$ cat config.mk
export PLATFORM = sky130hd
export DESIGN_NAME = router_pkt_reader
export DESIGN_NICKNAME = d
export VERILOG_FILES = /design/src/rtl/router_pkg.sv /design/src/rtl/router_pkt_parity.sv /design/src/rtl/router_pkt_reader.sv
export SDC_FILE = /design/constraint.sdc
export NUM_CORES = 1
export LEC_CHECK = 0
export CAP_MARGIN = 20
export CORE_MARGIN = 3
export CORE_UTILIZATION = 28
export DETAILED_ROUTE_END_ITERATION = 16
export PLACE_DENSITY = 0.51
export SYNTH_ARGS = -nofsm -noshare
export SYNTH_HDL_FRONTEND = slang
export SYNTH_SLANG_ARGS = --single-unit
$ cat constraint.sdc
create_clock -name clock -period 5.2 [get_ports clock]
set_input_delay 1.04 -clock clock [delete_from_list [all_inputs] [get_ports clock]]
set_output_delay 1.04 -clock clock [all_outputs]
set_load 0.05 [all_outputs]
$ cat src/rtl/router_pkg.sv
// Shared definitions for the router output-port read path: reader state,
// header field layout and widths.
package router_pkg;

   typedef enum logic [1:0] {
      IDLE    = 2'd0,
      HDR_CAP = 2'd1,
      BODY    = 2'd2,
      DONE    = 2'd3
   } rd_state_e;

   localparam int DATA_W             = 8;
   localparam int LEN_W              = 6;
   localparam int LEN_MSB            = 7;
   localparam int LEN_LSB            = 2;
   localparam int ADDR_MSB           = 1;
   localparam int ADDR_LSB           = 0;
   localparam int SOFT_RESET_TIMEOUT = 30;

   function automatic logic [LEN_W-1:0] hdr_len(input logic [DATA_W-1:0] hdr);
      return hdr[LEN_MSB:LEN_LSB];
   endfunction

endpackage

$ cat src/rtl/router_pkt_parity.sv
// XOR parity accumulator: load a seed, fold in bytes, compare against a
// received parity value.
module router_pkt_parity
   import router_pkg::*;
#(
   parameter int W = DATA_W
) (
   input  logic         clock,
   input  logic         resetn,
   input  logic         load_i,
   input  logic [W-1:0] load_val_i,
   input  logic         upd_i,
   input  logic [W-1:0] upd_val_i,
   input  logic [W-1:0] cmp_val_i,
   output logic         mismatch_o
);

   logic [W-1:0] acc_q, acc_d;

   always_comb begin
      acc_d = acc_q;
      if (load_i)
         acc_d = load_val_i;
      else if (upd_i)
         acc_d = acc_q ^ upd_val_i;
   end

   always_ff @(posedge clock or negedge resetn) begin
      if (!resetn) acc_q <= '0;
      else         acc_q <= acc_d;
   end

   assign mismatch_o = (acc_q != cmp_val_i);

endmodule

$ cat src/rtl/router_pkt_reader.sv
// Drains one packet at a time from a router output FIFO, streams the payload
// to a sink and reports length, address and parity status per packet.
module router_pkt_reader
   import router_pkg::*;
#(
   parameter logic [1:0] PORT_ID = 2'd0,
   parameter int         CNT_W   = 16
) (
   input  logic              clock,
   input  logic              resetn,
   input  logic              vld_out,
   input  logic [DATA_W-1:0] data_out,
   input  logic              soft_reset,
   input  logic              sink_ready,
   output logic              read_enb,
   output logic [DATA_W-1:0] byte_out,
   output logic              byte_valid,
   output logic              byte_last,
   output logic              pkt_done,
   output logic [LEN_W-1:0]  pkt_len,
   output logic              parity_err,
   output logic              addr_err,
   output logic              pkt_abort,
   output logic              busy,
   output logic [CNT_W-1:0]  pkt_count
);

   rd_state_e         state_q, state_d;
   logic [DATA_W-1:0] hdr_q, hdr_d;
   logic [LEN_W:0]    reads_left_q, reads_left_d;
   logic              cap_q, cap_d;
   logic [LEN_W-1:0]  len_q, len_d;
   logic              perr_q, perr_d;
   logic              aerr_q, aerr_d;
   logic              abort_q, abort_d;
   logic [CNT_W-1:0]  cnt_q, cnt_d;

   logic par_load, par_upd, par_mis;
   logic cap_pay, abort_now;

   assign abort_now = soft_reset & (state_q != IDLE);

   always_comb begin
      state_d      = state_q;
      hdr_d        = hdr_q;
      reads_left_d = reads_left_q;
      len_d        = len_q;
      perr_d       = perr_q;
      aerr_d       = aerr_q;
      cnt_d        = cnt_q;
      read_enb     = 1'b0;
      par_load     = 1'b0;
      par_upd      = 1'b0;
      cap_pay      = 1'b0;
      unique case (state_q)
         IDLE: begin
            read_enb = vld_out & sink_ready;
            if (read_enb) state_d = HDR_CAP;
         end
         HDR_CAP: begin
            hdr_d        = data_out;
            par_load     = 1'b1;
            reads_left_d = {1'b0, hdr_len(data_out)} + (LEN_W+1)'(1);
            state_d      = BODY;
         end
         BODY: begin
            read_enb = vld_out & sink_ready & (reads_left_q != '0);
            if (read_enb) reads_left_d = reads_left_q - (LEN_W+1)'(1);
            // reads_left already reflects the read being captured: 0 means parity byte
            if (cap_q) begin
               if (reads_left_q == '0) begin
                  perr_d  = par_mis;
                  aerr_d  = (hdr_q[ADDR_MSB:ADDR_LSB] != PORT_ID);
                  len_d   = hdr_len(hdr_q);
                  state_d = DONE;
               end else begin
                  cap_pay = 1'b1;
                  par_upd = 1'b1;
               end
            end
         end
         DONE: begin
            if (!perr_q && !aerr_q) cnt_d = cnt_q + CNT_W'(1);
            state_d = IDLE;
         end
         default: state_d = IDLE;
      endcase
      if (abort_now) begin
         state_d      = IDLE;
         read_enb     = 1'b0;
         par_load     = 1'b0;
         par_upd      = 1'b0;
         cap_pay      = 1'b0;
         hdr_d        = hdr_q;
         reads_left_d = reads_left_q;
         len_d        = len_q;
         perr_d       = perr_q;
         aerr_d       = aerr_q;
         cnt_d        = cnt_q;
      end
      cap_d   = (state_q == BODY) & read_enb;
      abort_d = abort_now;
   end

   always_ff @(posedge clock or negedge resetn) begin
      if (!resetn) begin
         state_q      <= IDLE;
         hdr_q        <= '0;
         reads_left_q <= '0;
         cap_q        <= 1'b0;
         len_q        <= '0;
         perr_q       <= 1'b0;
         aerr_q       <= 1'b0;
         abort_q      <= 1'b0;
         cnt_q        <= '0;
      end else begin
         state_q      <= state_d;
         hdr_q        <= hdr_d;
         reads_left_q <= reads_left_d;
         cap_q        <= cap_d;
         len_q        <= len_d;
         perr_q       <= perr_d;
         aerr_q       <= aerr_d;
         abort_q      <= abort_d;
         cnt_q        <= cnt_d;
      end
   end

   router_pkt_parity #(.W(DATA_W)) u_parity (
      .clock      (clock),
      .resetn     (resetn),
      .load_i     (par_load),
      .load_val_i (data_out),
      .upd_i      (par_upd),
      .upd_val_i  (data_out),
      .cmp_val_i  (data_out),
      .mismatch_o (par_mis)
   );

   assign byte_out   = data_out;
   assign byte_valid = cap_pay;
   assign byte_last  = cap_pay & (reads_left_q == (LEN_W+1)'(1));
   assign pkt_done   = (state_q == DONE) & ~soft_reset;
   assign pkt_len    = len_q;
   assign parity_err = perr_q;
   assign addr_err   = aerr_q;
   assign pkt_abort  = abort_q;
   assign busy       = (state_q != IDLE);
   assign pkt_count  = cnt_q;

endmodule

; Yosys cells after proc, flatten, opt, wreduce, memory -nomap -nowiden
; Cells that the tools add are included.
; Widths: inputs -> output; s select.
[op_classes]
bitwise = 9
n_addsub = 3
eq_ne = 9
n_reduce_logical = 15
mux = 17
[op_table]
columns = op, n
row1 = $add 16x1->16 const B, 1
row2 = $mux 8, 2
row3 = $pmux 7 s2, 1
row4 = $ne 3x3->1 const B, 3
row5 = $reduce_and 3->1, 3
row6 = $mux 2, 4
row7 = $ne 8x8->1, 1
row8 = $pmux 2 s4, 1
row9 = $reduce_bool 2->1, 4
row10 = $xor 8x8->8, 1
row11 = $add 6x1->7 const B, 1
row12 = $eq 7x1->1 const B, 1
row13 = $logic_not 7->1, 1
row14 = $mux 1, 7
row15 = $mux 7, 1
row16 = $reduce_bool 7->1, 1
row17 = $sub 7x1->7 const B, 1
row18 = $and 1x1->1, 6
row19 = $eq 2x2->1 const B, 2
row20 = $reduce_and 4->1, 1
row21 = $eq 2x1->1 const B, 1
row22 = $logic_not 1->1, 2
row23 = $logic_not 2->1, 1
row24 = $ne 2x2->1 const B, 1
row25 = 4 further kinds, 5
[totals]
input_bits = 13
word_cells = 63
regBits = 51

; Logic depth before layout (Yosys ltp)
; Gate-level depths: netlist (run 1).
[logic_depth]
depth_word = 7
ltp_mapped = 8

; Modules after synthesis
; A second synthesis (run 1) with hierarchy kept.
[hier_totals]
cells_unflattened = 250
hier_area_um2 = 2635.0
[by_module_without_submodules]
columns = mod, n_inst, area_per_inst_um2, cells_each, seq_area_each_um2
row1 = router_pkt_reader, 1, 2165.8, 197, 1076.0
row2 = router_pkt_parity, 1, 469.2, 53, 200.2

; Worst setup path before layout (run 1)
; Ideal clock, no wire load.
[synth_timing]
path_kind = input-to-output
from = input soft_reset
to = output read_enb
arrival_ns = 2.286
stages = 4
setup_slack_ns = 1.874
n_path_buf = 1
cell_sequence = nand2b_1 -> buf_2 -> o211ai_2 -> a21oi_1
[synth_via]
elab_chain_cells = 2
[synth_rtl]
columns = element, line
row1 = "start, declared", router_pkt_reader.sv:13  ; input logic soft_reset,
row2 = $and 1x1->1, router_pkt_reader.sv:41  ; assign abort_now = soft_reset & (state_q != IDLE);
row3 = $mux 1, router_pkt_reader.sv:88  ; if (abort_now) begin
row4 = "end, declared", router_pkt_reader.sv:15  ; output logic read_enb,
; Every way passes these cells.

; Worst setup path in the final report (run 1)
[layout_timing]
from = input soft_reset
to = output byte_last
[layout_via]
elab_chain_cells = 3
[layout_rtl]
columns = element, line
row1 = $and 1x1->1, router_pkt_reader.sv:41
row2 = $mux 1, router_pkt_reader.sv:88
row3 = $and 1x1->1, router_pkt_reader.sv:142  ; assign byte_last = cap_pay & (reads_left_q == (LEN_W+1)'(1));
row4 = "end, declared", router_pkt_reader.sv:18  ; output logic byte_last,
; Every way passes these cells.

==> summary.json, run 1 <==
{
  "run_status": {"value": "complete, no violations"},
  "dp_hpwl": {"value": 4.576, "unit": "mm"},
  "nets": {"value": 320},
  "min-delay-path-class": {"value": "reg -> reg"},
  "post_drt_via_cell_ratio": {"value": 4.972},
  "drc": {"value": 0},
  "cts.path.max_buffers": {"value": 2},
  "crit_path_class": {"value": "in -> out"},
  "seqCellArea": {"value": 1276, "unit": "um2"},
  "final_cell_mix": {"value": "sky130_fd_sc_hd__dfrtp_1 (51), sky130_fd_sc_hd__clkdlybuf4s50_1 (49), sky130_fd_sc_hd__nand2_1 (20), sky130_fd_sc_hd__xnor2_1 (20)"},
  "timing.critical_path.slowest_cell_delay": {"value": 0.80, "unit": "ns"},
  "drt_iter0_markers": {"value": 88},
  "ant_nets": {"value": 0},
  "via_count_of_the_first_global_routing_pass": {"value": 2085},
  "worst-endpoint-required": {"value": 4.16, "unit": "ns"},
  "crit_path_cell_trace": {"value": "clkdlybuf4s50_1 -> nand2b_1 -> o2111ai_4 -> inv_6 -> and3_2 -> clkdlybuf4s50_1"},
  "synthesis.area": {"value": 2768, "unit": "um2"},
  "netlist_instances": {"value": 255},
  "critical_path_peak_fanout": {"value": 10},
  "antenna_found_initial": {"value": 0},
  "number_of_max_slew_violations_in_the_final_report": {"value": 0},
  "maxSlewHeadroom": {"value": 56.31, "unit": "%"},
  "detail_route.wirelength": {"value": 6.314, "unit": "mm"},
  "post_dp_cell_area": {"value": 3347, "unit": "um2"},
  "clock_tree_from_tritoncts": {"value": "built"},
  "crit_path_frequent_cell": {"value": "sky130_fd_sc_hd__clkdlybuf4s50_1"},
  "average_cell_area_after_synthesis": {"value": 10.85, "unit": "um2"},
  "p_sw_share": {"value": 40.89, "unit": "%"},
  "avgRoutedWirePerCell": {"value": 14.75, "unit": "um"},
  "clock_power_share": {"value": 18.3, "unit": "%"},
  "synthArstFlopShare": {"value": 100.0, "unit": "%"},
  "finalSetupViolCount": {"value": 0},
  "start_kind": {"value": "input pin"},
  "grt_start_max_net_pins": {"value": 52},
  "post_synthesis_register_bit_count": {"value": 51},
  "number_of_enable_flip_flop_cells_after_synthesis": {"value": 0},
  "seq_area_frac_synth": {"value": 46.11, "unit": "%"},
  "synth_top_flop_cell": {"value": "sky130_fd_sc_hd__dfrtp_1"},
  "period_needed": {"value": 4.411, "unit": "ns"},
  "grt_overflow_total": {"value": 0},
  "timing.clock.skew": {"value": 0.008076, "unit": "ns"},
  "critical_path_arrival": {"value": 3.37, "unit": "ns"},
  "path_clk_slew": {"value": 0.10, "unit": "ns"},
  "chipWidth": {"value": 105.4, "unit": "um"},
  "fin_total_pwr": {"value": 1588, "unit": "uW"},
  "number_of_levels_in_the_clock_h_tree": {"value": 2},
  "cts_buffers": {"value": 5},
  "rsz0062_at_grt": {"value": "no"},
  "cellLeakagePower": {"value": 0.001377, "unit": "uW"},
  "ctsRootBufferMaster": {"value": "sky130_fd_sc_hd__clkbuf_8"},
  "cts_repair_resize_count": {"value": 0},
  "multiInputGateArea": {"value": 1353, "unit": "um2"},
  "powerDensity": {"value": 459.1, "unit": "nW/um2"},
  "grt_first_pass_wirelength": {"value": 10.64, "unit": "mm"},
  "crit_path_end_kind": {"value": "output pin"},
  "routed-via-count": {"value": 2128},
  "final_common_cell": {"value": "sky130_fd_sc_hd__dfrtp_1"},
  "synth.net_count": {"value": 277},
  "p_seq_share": {"value": 39.4, "unit": "%"},
  "p_sw": {"value": 649.3, "unit": "uW"},
  "final_hold_vios": {"value": 0},
  "fill_cell_instance_count_of_the_final_layout": {"value": 958},
  "drive_gt1_share": {"value": 11.71, "unit": "%"},
  "area_grow_syn2layout": {"value": 24.95, "unit": "%"},
  "internal_dissipation": {"value": 938.6, "unit": "uW"},
  "vdd_ir_drop_max": {"value": 0.1772, "unit": "mV"},
  "synth_cell_type_count": {"value": 47},
  "grt_use_total": {"value": 11.64, "unit": "%"},
  "n_antenna_cell": {"value": 0},
  "slowest_library_cell_on_the_worst_path": {"value": "sky130_fd_sc_hd__clkdlybuf4s50_1"},
  "share_of_the_cycle_needed_by_the_critical_path_after_routing": {"value": 84.82, "unit": "%"},
  "initial_util": {"value": 29.40, "unit": "%"},
  "cts-hold-fix-buffers": {"value": 0},
  "fp-row-count": {"value": 35},
  "clk-insertion-delay-late": {"value": 0.31, "unit": "ns"},
  "post-cts-setup-buffer-count": {"value": 0},
  "tns": {"value": 0, "unit": "ns"},
  "critPathTopFamily": {"value": "buffers and inverters"},
  "max_freq": {"value": 226.7, "unit": "MHz"},
  "layout.cell_area.non_filler": {"value": 3458, "unit": "um2"},
  "pwr-share-comb": {"value": 42.3, "unit": "%"},
  "io_buffer_count": {"value": 50},
  "floorplan.die.height": {"value": 105.4, "unit": "um"},
  "cts_sinks": {"value": 51},
  "core-area": {"value": 9415, "unit": "um2"},
  "first_pass_iters": {"value": 4},
  "die_area": {"value": 11110, "unit": "um2"},
  "tightestPinTransition": {"value": 0.6553, "unit": "ns"},
  "ioPinCount": {"value": 51},
  "maxCapViolations": {"value": 0},
  "synth_warnings": {"value": 0},
  "buf_inv_on_cp": {"value": 3},
  "gp_congestion": {"value": 0.7750}
}
[synth_stat cells (all sizes together), types with 2 or more instances]
cell type,instances,area [um2]
nand4,14,87.58
buf,13,85.08
o221ai,3,26.28
a31oi,2,12.51
mux2,14,157.7
nand3,12,60.06
a21boi,6,45.04
nand2,20,75.07
ha,9,112.6
nand2b,2,12.51
a21oi,9,45.04
o311ai,2,17.52
and3,2,13.77
xor2,5,43.79
mux2i,4,40.04
nor2b,2,12.51
o211ai,4,35.03
nor4,8,62.56
a211oi,2,15.01
xnor2,20,175.2
and4,2,17.52
o21ai,6,30.03
o221a,6,67.56
inv,8,35.03
clkbuf,4,15.01
nor2,7,26.28
nor3,5,25.02
dfrtp,51,1276
[flip-flops by register name (all words and copies together), names as in the netlist]
| register | count |
|---|---|
| pkt_count | 16 |
| addr_err | 1 |
| pkt_len | 6 |
| hdr_q | 8 |
| pkt_abort | 1 |
| state_q | 2 |
| u_parity.acc_q | 8 |
| cap_q | 1 |
| parity_err | 1 |
| reads_left_q | 7 |
[layer usage]
metal	track usage [%]	up-vias	wire length, um
li1	-	1021	-
met1	15.26	1047	2983
met2	19.22	53	2935
met3	2.817	7	310
met4	2.999	0	85
met5	0	-	0
[cells by family after synthesis]
| logic type | count (synthesis) | synth area share [%] |
|---|---|---|
| compound gates | 46 | 13.70 |
| xor+xnor | 25 | 7.911 |
| fa+ha+maj | 9 | 4.069 |
| buf+inv | 26 | 5.018 |
| flops | 51 | 46.11 |
| mux | 18 | 7.143 |
| simple gates | 80 | 16.05 |
[metrics by stage]
stage | setup WS [ns] | utilization [%] | cells | hold slack (ns)
detailed placement | 0.7941 | 35.55 | 420 | 0.4673
finish | 0.7894 | 36.73 | 428 | 0.4785
floorplan | 1.874 | - | 255 | 0.4425
CTS | 0.7804 | 36.73 | 428 | 0.4831
global placement | 0.8347 | 35.55 | 420 | 0.4571
global route | 0.6346 | 36.73 | 428 | 0.5204
[power by group through the flow]
stage / registers [uW] / logic, uW / clock network (uW)
finish: 626 / 672 / 290
global route: 644 / 735 / 317
CTS: 625 / 680 / 297
detailed placement: 633 / 677 / 0
global placement: 629 / 672 / 0
floorplan: 668 / 450 / 0
[final timing paths]
check / startpoint / endpoint / slack [ns] / cells after the start
max: soft_reset / byte_last / 0.79 / 6
min: pkt_count[15]$_DFFE_PN0P_ / pkt_count[15]$_DFFE_PN0P_ / 0.48 / 1
max reg2reg: state_q[0]$_DFFE_PN0P_ / pkt_count[12]$_DFFE_PN0P_ / 2.90 / 7
min reg2reg: pkt_count[15]$_DFFE_PN0P_ / pkt_count[15]$_DFFE_PN0P_ / 0.48 / 1
max in group asynchronous: resetn / state_q[1]$_DFFE_PN0P_ / 3.92 / 2
min in group asynchronous: resetn / pkt_count[9]$_DFFE_PN0P_ / 0.83 / 2
[final cells by class]
| class | count | share of cell area, % |
|---|---|---|
| Inverter | 9 | 1.122 |
| Sequential cell | 51 | 36.90 |
| Timing Repair Buffer | 53 | 14.98 |
| Clock inverter | 2 | 1.122 |
| Multi-Input combinational cell | 178 | 39.11 |
| Tap cell | 129 | 4.667 |
| Clock buffer | 6 | 2.098 |
(Power assumes the default switching activity.)
==> inputs of run 2 (changes only) <==
--- a/config.mk
+++ b/config.mk
@@ -9,7 +9,7 @@
 export CORE_MARGIN = 3
 export CORE_UTILIZATION = 28
 export DETAILED_ROUTE_END_ITERATION = 16
-export PLACE_DENSITY = 0.51
+export PLACE_DENSITY = 0.53
 export SYNTH_ARGS = -nofsm -noshare
 export SYNTH_HDL_FRONTEND = slang
 export SYNTH_SLANG_ARGS = --single-unit
==> constraint.sdc (replaced) <==
create_clock -name clock -period 3.6 [get_ports clock]
set_input_delay 0.72 -clock clock [delete_from_list [all_inputs] [get_ports clock]]
set_output_delay 0.72 -clock clock [all_outputs]
set_load 0.05 [all_outputs]
==> summary.json, run 2 (synthesized netlist as in run 1, its figures left out) <==
{
  "grt_overflow_total": {"value": 0, "change": "unchanged"},
  "min-delay-path-class": {"value": "in -> async"},
  "timing.reg2reg.worst_path_depth": {"value": 7, "change": "unchanged"},
  "post_dp_cell_area": {"value": 3427, "unit": "um2", "change": "+2.4%"},
  "fin_total_pwr": {"value": 2275, "unit": "uW", "change": "+43%"},
  "drt_iter0_markers": {"value": 103, "change": "+17%"},
  "final_hold_vios": {"value": 0, "change": "unchanged"},
  "grt_use_total": {"value": 11.58, "unit": "%", "change": "-0.054 points"},
  "critical_path_arrival": {"value": 2.40, "unit": "ns", "change": "-0.97 ns"},
  "crit_path_cell_trace": {"value": "clkdlybuf4s50_1 -> nand2b_1 -> o2111ai_4 -> inv_6 -> and3_2 -> buf_12"},
  "gp_congestion": {"value": 0.7708, "change": "-0.54%"},
  "grt_start_max_net_pins": {"value": 32, "change": "-38%"},
  "vdd_ir_drop_max": {"value": 0.2380, "unit": "mV", "change": "+34%"},
  "hold_worst_slack": {"value": 0.4568, "unit": "ns", "change": "-0.02168 ns"},
  "seqCellArea": {"value": 1276, "unit": "um2", "change": "unchanged"},
  "cts.path.max_buffers": {"value": 2, "change": "unchanged"},
  "run_status": {"value": "complete, no violations"},
  "reg2reg_slack": {"value": 1.27, "unit": "ns", "change": "-1.63 ns"},
  "post_drt_via_cell_ratio": {"value": 4.855, "change": "-2.4%"},
  "fill_cell_instance_count_of_the_final_layout": {"value": 951, "change": "-0.73%"},
  "n_antenna_cell": {"value": 0, "change": "unchanged"},
  "maxSlewHeadroom": {"value": 52.83, "unit": "%", "change": "-3.5 points"},
  "detail_route.wirelength": {"value": 6.328, "unit": "mm", "change": "+0.22%"},
  "grt_first_pass_wirelength": {"value": 10.56, "unit": "mm", "change": "-0.71%"},
  "timing.clock.skew": {"value": 0.008527, "unit": "ns", "change": "+0.0004515 ns"},
  "routed-via-count": {"value": 2102, "change": "-1.2%"},
  "multiInputGateArea": {"value": 1353, "unit": "um2", "change": "unchanged"},
  "critPathTopFamily": {"value": "buffers and inverters"},
  "nets": {"value": 325, "change": "+1.6%"},
  "timing.rr.start": {"value": "state_q[0]$_DFFE_PN0P_"},
  "crit_path_end_kind": {"value": "output pin"},
  "post-cts-setup-buffer-count": {"value": 0, "change": "unchanged"},
  "antenna_found_initial": {"value": 0, "change": "unchanged"},
  "clk-insertion-delay-late": {"value": 0.30, "unit": "ns", "change": "about the same"},
  "drive_gt1_share": {"value": 14.47, "unit": "%", "change": "+2.8 points"},
  "tns": {"value": 0, "unit": "ns", "change": "unchanged"},
  "layout.cell_area.non_filler": {"value": 3531, "unit": "um2", "change": "+2.1%"},
  "ioPinCount": {"value": 51, "change": "unchanged"},
  "powerDensity": {"value": 644.4, "unit": "nW/um2", "change": "+40%"},
  "chipWidth": {"value": 105.4, "unit": "um", "change": "unchanged"},
  "critical_path_peak_fanout": {"value": 10, "change": "unchanged"},
  "pre_cts_ws": {"value": 0.4591, "unit": "ns", "change": "-0.3350 ns"},
  "setup_slack": {"value": 0.4758, "unit": "ns", "change": "-0.3136 ns"},
  "core-area": {"value": 9415, "unit": "um2", "change": "unchanged"},
  "rsz0062_at_grt": {"value": "no"},
  "first_pass_iters": {"value": 4, "change": "unchanged"},
  "drc": {"value": 0, "change": "unchanged"},
  "clock_tree_from_tritoncts": {"value": "built"},
  "via_count_of_the_first_global_routing_pass": {"value": 2054, "change": "-1.5%"},
  "start_kind": {"value": "input pin"},
  "cts-hold-fix-buffers": {"value": 0, "change": "unchanged"},
  "io_buffer_count": {"value": 50, "change": "unchanged"},
  "final_cell_mix": {"value": "sky130_fd_sc_hd__dfrtp_1 (51), sky130_fd_sc_hd__clkdlybuf4s50_1 (46), sky130_fd_sc_hd__nand2_1 (20), sky130_fd_sc_hd__xnor2_1 (20)"},
  "ctsRootBufferMaster": {"value": "sky130_fd_sc_hd__clkbuf_8"},
  "area_grow_syn2layout": {"value": 27.58, "unit": "%"},
  "fp-row-count": {"value": 35, "change": "unchanged"},
  "worstReg2RegEnd": {"value": "pkt_count[12]$_DFFE_PN0P_"},
  "timing.critical_path.slowest_cell_delay": {"value": 0.44, "unit": "ns", "change": "-0.36 ns"},
  "buf_inv_on_cp": {"value": 3, "change": "unchanged"},
  "ant_nets": {"value": 0, "change": "unchanged"},
  "final_common_cell": {"value": "sky130_fd_sc_hd__dfrtp_1"},
  "dp_hpwl": {"value": 4.740, "unit": "mm", "change": "+3.6%"},
  "tightestPinTransition": {"value": 0.7075, "unit": "ns", "change": "+0.05220 ns"},
  "finalSetupViolCount": {"value": 0, "change": "unchanged"},
  "number_of_levels_in_the_clock_h_tree": {"value": 2, "change": "unchanged"},
  "cts_sinks": {"value": 51, "change": "unchanged"},
  "number_of_flip_flops_in_the_largest_register": {"value": 16, "change": "unchanged"},
  "number_of_max_slew_violations_in_the_final_report": {"value": 0, "change": "unchanged"},
  "avgRoutedWirePerCell": {"value": 14.61, "unit": "um", "change": "-0.94%"},
  "cts_repair_resize_count": {"value": 0, "change": "unchanged"},
  "initial_util": {"value": 29.40, "unit": "%", "change": "unchanged"},
  "maxCapViolations": {"value": 0, "change": "unchanged"},
  "cellLeakagePower": {"value": 0.001416, "unit": "uW", "change": "+2.8%"},
  "max_freq": {"value": 320.1, "unit": "MHz"},
  "path_clk_slew": {"value": 0.10, "unit": "ns", "change": "about the same"},
  "share_of_the_cycle_needed_by_the_critical_path_after_routing": {"value": 86.78, "unit": "%"},
  "crit_path_class": {"value": "in -> out"},
  "worst-endpoint-required": {"value": 2.88, "unit": "ns", "change": "-1.28 ns"},
  "cts_buffers": {"value": 5, "change": "unchanged"},
  "floorplan.die.height": {"value": 105.4, "unit": "um", "change": "unchanged"},
  "die_area": {"value": 11110, "unit": "um2", "change": "unchanged"},
  "period_needed": {"value": 3.124, "unit": "ns"},
  "slowest_library_cell_on_the_worst_path": {"value": "sky130_fd_sc_hd__clkdlybuf4s50_1"}
}
run 2: layout make-up:
type | count | share of cell area, %
Clock buffer | 7 | 2.729
Clock inverter | 1 | 0.2126
Inverter | 9 | 1.099
Multi-Input combinational cell | 178 | 38.31
Sequential cell | 51 | 36.14
Tap cell | 129 | 4.571
Timing Repair Buffer | 58 | 16.94
run 2: where the power goes:
group	internal [uW]	switching (uW)
clock network	175	197
registers	741	161
logic	427	574
total	1340	932
run 2: how the worst max path moves through the flow:
stage	endpoint	slack [ns]	cells after the start	startpoint
final	byte_last	0.48	6	soft_reset
after global routing	byte_last	0.31	6	soft_reset
after CTS	byte_last	0.45	6	soft_reset
after detailed placement	byte_last	0.46	6	soft_reset
after global placement	byte_last	0.48	6	soft_reset
after floorplan	read_enb	0.91	4	soft_reset
run 2: routing by layer:
| metal | part of all wire, % | GRT usage (%) | up-vias |
|---|---|---|---|
| li1 | - | - | 1028 |
| met1 | 50 | 17.15 | 1021 |
| met2 | 45 | 17.08 | 46 |
| met3 | 4.1 | 2.572 | 7 |
| met4 | 0.77 | 2.812 | 0 |
| met5 | 0 | 0 | - |
run 2: per-stage QoR:
| stage | utilization, % | instances |
|---|---|---|
| finish | 37.50 | 433 |
| global route | 37.50 | 433 |
| CTS | 37.50 | 433 |
| detailed placement | 36.40 | 425 |
| global placement | 36.40 | 425 |
| floorplan | - | 255 |
run 2: worst reg2reg max path, cell delays in order, from the launching register on:
cell	delay (ns)
sky130_fd_sc_hd__dfrtp_1	0.44
sky130_fd_sc_hd__inv_1	0.10
sky130_fd_sc_hd__ha_1	0.18
sky130_fd_sc_hd__nand2b_1	0.42
sky130_fd_sc_hd__inv_2	0.18
sky130_fd_sc_hd__nor4_2	0.56
sky130_fd_sc_hd__nand4_1	0.19
sky130_fd_sc_hd__xnor2_1	0.15
